==> src/rtl/l2_arbiter.sv <==
// l2_arbiter: shares the single L2 request port between the I-cache and
// D-cache miss paths. Round-robin grant, latched address/data/op, response
// routed back to the owning side only, one RELEASE bubble per transaction.
module l2_arbiter #(
  parameter int ADDR_WIDTH = 16,
  parameter int LINE_WIDTH = 128
) (
  input  logic                  clk,
  input  logic                  reset,
  // I-side (read only)
  input  logic                  i_read,
  input  logic [ADDR_WIDTH-1:0] i_address,
  output logic                  i_resp,
  output logic [LINE_WIDTH-1:0] i_rdata,
  // D-side (read or write)
  input  logic                  d_read,
  input  logic                  d_write,
  input  logic [ADDR_WIDTH-1:0] d_address,
  input  logic [LINE_WIDTH-1:0] d_wdata,
  output logic                  d_resp,
  output logic [LINE_WIDTH-1:0] d_rdata,
  // downstream L2 port
  output logic                  l2_read,
  output logic                  l2_write,
  output logic [ADDR_WIDTH-1:0] l2_address,
  output logic [LINE_WIDTH-1:0] l2_wdata,
  input  logic                  l2_resp,
  input  logic [LINE_WIDTH-1:0] l2_rdata
);

  typedef enum logic [1:0] {
    IDLE    = 2'd0,
    SERVE_I = 2'd1,
    SERVE_D = 2'd2,
    RELEASE = 2'd3
  } state_e;

  state_e                  state_q;
  logic                    last_grant_q;  // 0 = I, 1 = D
  logic                    op_wr_q;       // latched op: 1 = write
  logic [ADDR_WIDTH-1:0]   addr_q;
  logic [LINE_WIDTH-1:0]   wdata_q;

  logic i_req, d_req, grant_d;

  // Round-robin pick: D wins if it is alone, or on a tie when I went last.
  always_comb begin
    i_req   = i_read;
    d_req   = d_read | d_write;
    grant_d = d_req & (~i_req | ~last_grant_q);
  end

  // Arbitration FSM plus request latches; latches only load on a grant so
  // the downstream view stays frozen for the whole SERVE state.
  always_ff @(posedge clk) begin
    if (reset) begin
      state_q      <= IDLE;
      last_grant_q <= 1'b1;
      op_wr_q      <= 1'b0;
      addr_q       <= '0;
      wdata_q      <= '0;
    end else begin
      case (state_q)
        IDLE: begin
          if (grant_d) begin
            state_q      <= SERVE_D;
            last_grant_q <= 1'b1;
            addr_q       <= d_address;
            wdata_q      <= d_wdata;
            // read+write together is illegal; treat it as a write
            op_wr_q      <= d_write;
          end else if (i_req) begin
            state_q      <= SERVE_I;
            last_grant_q <= 1'b0;
            addr_q       <= i_address;
            op_wr_q      <= 1'b0;
          end
        end
        SERVE_I, SERVE_D: begin
          if (l2_resp) state_q <= RELEASE;
        end
        RELEASE: state_q <= IDLE;
        default: state_q <= IDLE;
      endcase
    end
  end

  // Downstream strobes and owner-gated response strobes; read data is a
  // plain passthrough to both sides.
  always_comb begin
    l2_read    = (state_q == SERVE_I) | ((state_q == SERVE_D) & ~op_wr_q);
    l2_write   = (state_q == SERVE_D) & op_wr_q;
    l2_address = addr_q;
    l2_wdata   = wdata_q;
    i_resp     = (state_q == SERVE_I) & l2_resp;
    d_resp     = (state_q == SERVE_D) & l2_resp;
    i_rdata    = l2_rdata;
    d_rdata    = l2_rdata;
  end

endmodule
==> config.mk <==
export PLATFORM = sky130hd
export DESIGN_NAME = l2_arbiter
export DESIGN_NICKNAME = d
export VERILOG_FILES = /design/src/rtl/l2_arbiter.sv
export SDC_FILE = /design/constraint.sdc
export NUM_CORES = 1
export LEC_CHECK = 0
export CORE_AREA = 2 2 275 277
export CTS_CLUSTER_DIAMETER = 80
export CTS_CLUSTER_SIZE = 12
export DETAILED_ROUTE_END_ITERATION = 10
export DIE_AREA = 0 0 277 279
export PLACE_DENSITY = 0.44
export RECOVER_POWER = 50
export REMOVE_ABC_BUFFERS = 1
export SLEW_MARGIN = 0
export SYNTH_ARGS = -nofsm -noshare
export SYNTH_HDL_FRONTEND = slang
export SYNTH_SLANG_ARGS = --single-unit
==> constraint.sdc <==
create_clock -name clk -period 1.7 [get_ports clk]
set_clock_uncertainty 0.1 [all_clocks]
set_input_delay 0.34 -clock clk [delete_from_list [all_inputs] [get_ports clk]]
set_output_delay 0.34 -clock clk [all_outputs]
set_load 0.01 [all_outputs]
Word-level counts from Yosys, hierarchy flattened
Cells that the tools add are included.
Word-level totals
  bits in registers: 148
  bits of input ports: 294
  logic and storage cells: 36
Cells by class
  eq/ne operators: 5
  muxes and demuxes: 9
  bitwise gates (word level): 11
  reduce and logical (&&, ||, !) cells: 6
Operators with widths (count)
  two-way mux 16 bit: 2
  two-way mux 2 bit: 3
  one-hot mux 2 bit (3 select lines): 1
  AND reduction 2 bit: 3
  AND 1 bit: 5
  == test 2 bit, second input constant: 2
  two-way mux 1 bit: 3
  != test 3 bit, second input constant: 1
  NOT 1 bit: 3
  OR 1 bit: 3
  == test 2 x 1 -> 1 bit, second input constant: 1
  logical NOT 2 bit: 1
  != test 2 bit, second input constant: 1
  nonzero test 2 bit: 1
  OR reduction 2 bit: 1

Depth between registers and ports, before layout
  word-level depth: 5
  depth in mapped cells: 8

Least setup slack after synthesis
No wires, ideal clock.
  path kind: reg2reg
  start: reg state_q[0]
  end: reg wdata_q[67], in the netlist l2_wdata[67]
  library setup time: 70 ps
  data arrival time: 1494 ps
  slack: 35 ps
  cell stages (with the launch flop): 9
  buffers on the path: 3
  cells stage by stage: dfxtp_1 inv_1 ha_1 buf_2 inv_2 clkbuf_1 buf_1 o21ai_0 a21oi_1
On the way
  longest elaborated chain between the ends: 2
RTL lines
  start: declaration: RTL line 38  | state_e state_q;
  start signal: assignment: RTL line 57  | state_q <= IDLE;
  start signal: assignment: RTL line 66  | state_q <= SERVE_D;
  start signal: assignment: RTL line 73  | state_q <= SERVE_I;
  logical NOT 2 bit: RTL line 63  | case (state_q)
  AND reduction 2 bit (no line)
  end signal: assignment: RTL line 69  | wdata_q <= d_wdata;
  end: declaration: RTL line 42  | logic [LINE_WIDTH-1:0] wdata_q;
No other way between the ends.
A chain may end at the register's enable or synchronous reset.

Worst setup path in the final report
  start: reg state_q[0]
  end: out l2_read
On the way
  longest elaborated chain between the ends: 3
  elaborated cells between the ends (all ways): 4
  those cells by class: eq/ne (2); bitwise (2)
RTL lines
  == test 2 bit: RTL line 91  | l2_read = (state_q == SERVE_I) | ((state_q == SERVE_D) & ~op_wr_q);
  AND 1 bit: RTL line 91
  OR 1 bit *: RTL line 91
  end: declaration: RTL line 23  | output logic l2_read,
Every way passes the cells marked *; elsewhere a longest branch is shown, timed or not.

==> impl_metrics.prom <==
# TYPE chip_impl_metric gauge
chip_impl_info{name="status",value="finished, violations left"} 1
chip_impl_info{name="violated_checks",value="negative setup slack"} 1
chip_impl_metric{name="mean_instance_size_in_the_synthesized_netlist",unit="um2"} 8.14
chip_impl_info{name="timing.critical_path.from",value="state_q[0]"} 1
chip_impl_metric{name="gp_congestion",unit=""} 0.908
chip_impl_metric{name="numClockSinks",unit=""} 148
chip_impl_metric{name="initial_util",unit="%"} 10.5
chip_impl_info{name="layout.cells.most_common",value="sky130_fd_sc_hd__clkdlybuf4s50_1"} 1
chip_impl_metric{name="netSwitchingFraction",unit="%"} 40.6
chip_impl_metric{name="timing.final.crit_period",unit="ns"} 1.86
chip_impl_metric{name="number_of_levels_the_h_tree_was_split_into",unit=""} 4
chip_impl_metric{name="p_per_area",unit="mW/mm2"} 1630
chip_impl_metric{name="summed_instance_area_of_the_synthesized_netlist",unit="mm2"} 0.00781
chip_impl_metric{name="post-route-worst-setup-slack",unit="ns"} -0.158
chip_impl_info{name="setup.worst_path.start_class",value="register"} 1
chip_impl_metric{name="die_height",unit="um"} 279
chip_impl_metric{name="cts_hold_buf",unit=""} 0
chip_impl_info{name="yosysTopAreaCell",value="sky130_fd_sc_hd__dfxtp_1"} 1
chip_impl_metric{name="grt_antenna_before_repair",unit=""} 7
chip_impl_metric{name="total_power",unit="mW"} 18.5
chip_impl_metric{name="worst_path_fanout_max",unit=""} 2
chip_impl_metric{name="achievable-frequency",unit="MHz"} 538
chip_impl_metric{name="power_report.internal_total",unit="mW"} 11.0
chip_impl_metric{name="insertion_delay",unit="ns"} 0.47
chip_impl_metric{name="drt_iter0_markers",unit=""} 493
chip_impl_metric{name="final_core_util",unit="%"} 15.3
chip_impl_metric{name="seq_power_share",unit="%"} 25.8
chip_impl_metric{name="relSlewSlack",unit="%"} 68.2
chip_impl_metric{name="synth_warnings",unit=""} 0
chip_impl_metric{name="layoutNonFillerInstCount",unit=""} 2003
chip_impl_metric{name="data_arrival_at_the_endpoint_of_the_critical_path",unit="ns"} 1.42
chip_impl_metric{name="number_of_buffers_on_the_longest_clock_path",unit=""} 2
chip_impl_metric{name="grt_start_max_net_pins",unit=""} 89
chip_impl_metric{name="hold_violations",unit=""} 0
chip_impl_info{name="clock_tree_from_tritoncts",value="done"} 1
chip_impl_metric{name="num-nets-final",unit=""} 1318
chip_impl_metric{name="dr_total_vias",unit=""} 7883
chip_impl_metric{name="finalWirelength",unit="mm"} 82.0
chip_impl_metric{name="placement.io_buffers",unit=""} 313
chip_impl_metric{name="grt_pass1_vias",unit=""} 7198
chip_impl_metric{name="grt_usage",unit="%"} 19.9
chip_impl_metric{name="dieWidth",unit="um"} 277
chip_impl_metric{name="post_synth_inst_count",unit=""} 960
chip_impl_metric{name="syn_to_layout_area_delta",unit="%"} 45.1
chip_impl_metric{name="route.detailed.wl_per_inst",unit="um"} 40.9
chip_impl_info{name="worstReg2RegStart",value="state_q[1]"} 1
chip_impl_info{name="worstSetupEndpoint",value="l2_read"} 1
chip_impl_metric{name="detail_route.vias_per_cell",unit=""} 3.94
chip_impl_info{name="rr_endpoint",value="state_q[1]"} 1
chip_impl_metric{name="rrSetupSlack",unit="ns"} 0.04
chip_impl_metric{name="hpwlAfterDp",unit="mm"} 67.8
chip_impl_info{name="criticalPathCategory",value="reg2out"} 1
chip_impl_metric{name="yosysUniqueCellTypes",unit=""} 31
chip_impl_info{name="hp-start",value="reset"} 1
chip_impl_metric{name="clock_buffer_count_from_cts",unit=""} 17
chip_impl_metric{name="drc",unit=""} 0
chip_impl_metric{name="asyncSetResetFlopFracSynth",unit="%"} 0
chip_impl_metric{name="power.switching",unit="mW"} 7.53
chip_impl_info{name="root_buffer",value="sky130_fd_sc_hd__clkbuf_16"} 1
chip_impl_metric{name="r2r_cells",unit=""} 8
chip_impl_metric{name="path_clk_slew",unit="ns"} 0.07
chip_impl_info{name="most-common-layout-cells",value="sky130_fd_sc_hd__clkdlybuf4s50_1, sky130_fd_sc_hd__dfxtp_1, sky130_fd_sc_hd__a21oi_1"} 1
chip_impl_metric{name="dp_slack",unit="ns"} -0.544
chip_impl_info{name="post_synth_main_area_contributors",value="sky130_fd_sc_hd__dfxtp_1, sky130_fd_sc_hd__buf_4, sky130_fd_sc_hd__a21oi_1"} 1
chip_impl_metric{name="synth.yosys.seq_area_share",unit="%"} 37.9
chip_impl_metric{name="worstMarginPinSlew",unit="ns"} 0.477
chip_impl_info{name="worstHoldPathType",value="in2reg"} 1
chip_impl_metric{name="ir_drop",unit="uV"} 718
chip_impl_metric{name="global_route.overflow_total",unit=""} 0
chip_impl_metric{name="max-cap-violations",unit=""} 0
chip_impl_info{name="postSynth.topFlopCell",value="sky130_fd_sc_hd__dfxtp_1"} 1
chip_impl_metric{name="dp.cells",unit=""} 1954
chip_impl_metric{name="totalNegativeSetupSlack",unit="ns"} -0.399
chip_impl_metric{name="design.die.area",unit="mm2"} 0.0773
chip_impl_metric{name="core",unit="mm2"} 0.0741
chip_impl_metric{name="io_pins",unit=""} 698
chip_impl_metric{name="route.antenna.remaining_nets",unit=""} 0
chip_impl_metric{name="drt_first_pass_iters",unit=""} 5
chip_impl_metric{name="final_min_period_over_clock_period",unit="%"} 109
chip_impl_metric{name="final_max_slew_viol_count",unit=""} 0
chip_impl_metric{name="layout-drive-gt1-share",unit="%"} 13.9
chip_impl_metric{name="floorplan_row_count",unit=""} 100
chip_impl_metric{name="ys_ff_latch",unit=""} 148
chip_impl_metric{name="crit_required",unit="ns"} 1.26
chip_impl_metric{name="number_of_enable_flip_flop_cells_after_synthesis",unit=""} 0
chip_impl_metric{name="cellLeakagePower",unit="nW"} 4.31
chip_impl_metric{name="power_frac_comb",unit="%"} 51.0
chip_impl_info{name="endpoint_kind",value="primary output"} 1
chip_impl_info{name="setup_repair_after_global_routing_missed_its_margin",value="true"} 1
chip_impl_metric{name="p_clk_share",unit="%"} 23.2
chip_impl_metric{name="wire_length_of_the_first_global_routing_pass",unit="mm"} 95.7
chip_impl_metric{name="post-synth-top-area-fraction",unit="%"} 37.9
chip_impl_metric{name="setup_viol",unit=""} 4
==> area by class of cell <==
cell class,instances,area [um2]
diodes,1,2.50
clock buffers,20,437
clock inverters,12,203
fillers,8435,62700
inverters,4,33.8
multi-input cells,473,2600
flip-flops and latches,148,2970
well taps,969,1210
repair buffers,376,3880
==> logic make-up after synthesis <==
group / count (synthesis) / synth area share [%]
and+or+nand+nor: 169 / 10.4
buffers and inverters: 339 / 30.2
DFF: 148 / 37.9
adders and majority gates: 4 / 0.641
muxes: 1 / 0.128
AOI/OAI and AO/OA: 299 / 20.7
==> cells in the mapped netlist (2+ instances only) <==
master,count
sky130_fd_sc_hd__buf_6,10
sky130_fd_sc_hd__nand3_1,128
sky130_fd_sc_hd__dfxtp_1,148
sky130_fd_sc_hd__clkbuf_1,45
sky130_fd_sc_hd__inv_1,3
sky130_fd_sc_hd__a211oi_1,15
sky130_fd_sc_hd__buf_1,2
sky130_fd_sc_hd__buf_4,263
sky130_fd_sc_hd__ha_1,4
sky130_fd_sc_hd__buf_2,14
sky130_fd_sc_hd__o21ai_0,130
sky130_fd_sc_hd__nor2_1,17
sky130_fd_sc_hd__nand2_1,18
sky130_fd_sc_hd__a21oi_1,144
sky130_fd_sc_hd__and2_1,3
==> critical path: stages, from the launching register on <==
cell and delay [ns]:
sky130_fd_sc_hd__dfxtp_2 0.34, sky130_fd_sc_hd__inv_2 0.05, sky130_fd_sc_hd__ha_4 0.16, sky130_fd_sc_hd__buf_6 0.11, sky130_fd_sc_hd__a21o_1 0.14, sky130_fd_sc_hd__buf_2 0.13
==> routing by layer <==
layer | part of all wire, % | GRT usage [%] | wire length, um | vias up
met1 | 26 | 14.1 | 21500 | 3669
met5 | 1.8 | 13.8 | 1490 | -
met2 | 45 | 31.3 | 37100 | 951
met3 | 25 | 25.0 | 20700 | 79
met4 | 1.5 | 4.26 | 1220 | 23
li1 | - | - | - | 3161
==> flip-flops by register name (all words and copies together) (netlist names) <==
name / cells
l2_wdata: 128
l2_address: 16
state_q: 2
last_grant_q: 1
op_wr_q: 1
==> power groups by stage <==
stage	clock, mW	sequential [mW]	combinational (mW)
floorplan	0	4.59	1.71
global placement	0	4.80	7.75
detailed placement	0	4.82	7.75
CTS	4.52	4.76	7.38
global route	4.61	4.87	10.1
finish	4.30	4.77	9.46
==> worst min path at each step <==
stage,endpoint,depth (start not counted)
2_1_floorplan,l2_wdata[0],1
3_3_place_gp,l2_wdata[120],2
3_5_place_dp,l2_wdata[44],2
4_1_cts,op_wr_q,2
5_1_grt,op_wr_q,2
6_report,op_wr_q,2
==> repair_timing <==
item                                    CTS  global route
setup buffers                             0             5
pin swaps                                 3            16
endpoints found under the setup margin  239           108
cloned                                    0            11
gates resized for setup                 220            56
==> per-stage QoR <==
step	instance area (um2)	hold WS, ns
final	11300	0.142
after CTS	10900	0.0839
after global placement	10400	0.360
after detailed placement	10400	0.367
after floorplan	5470	0.309
after global routing	11300	0.133
No activity file was read; power rests on OpenSTA's default activity.
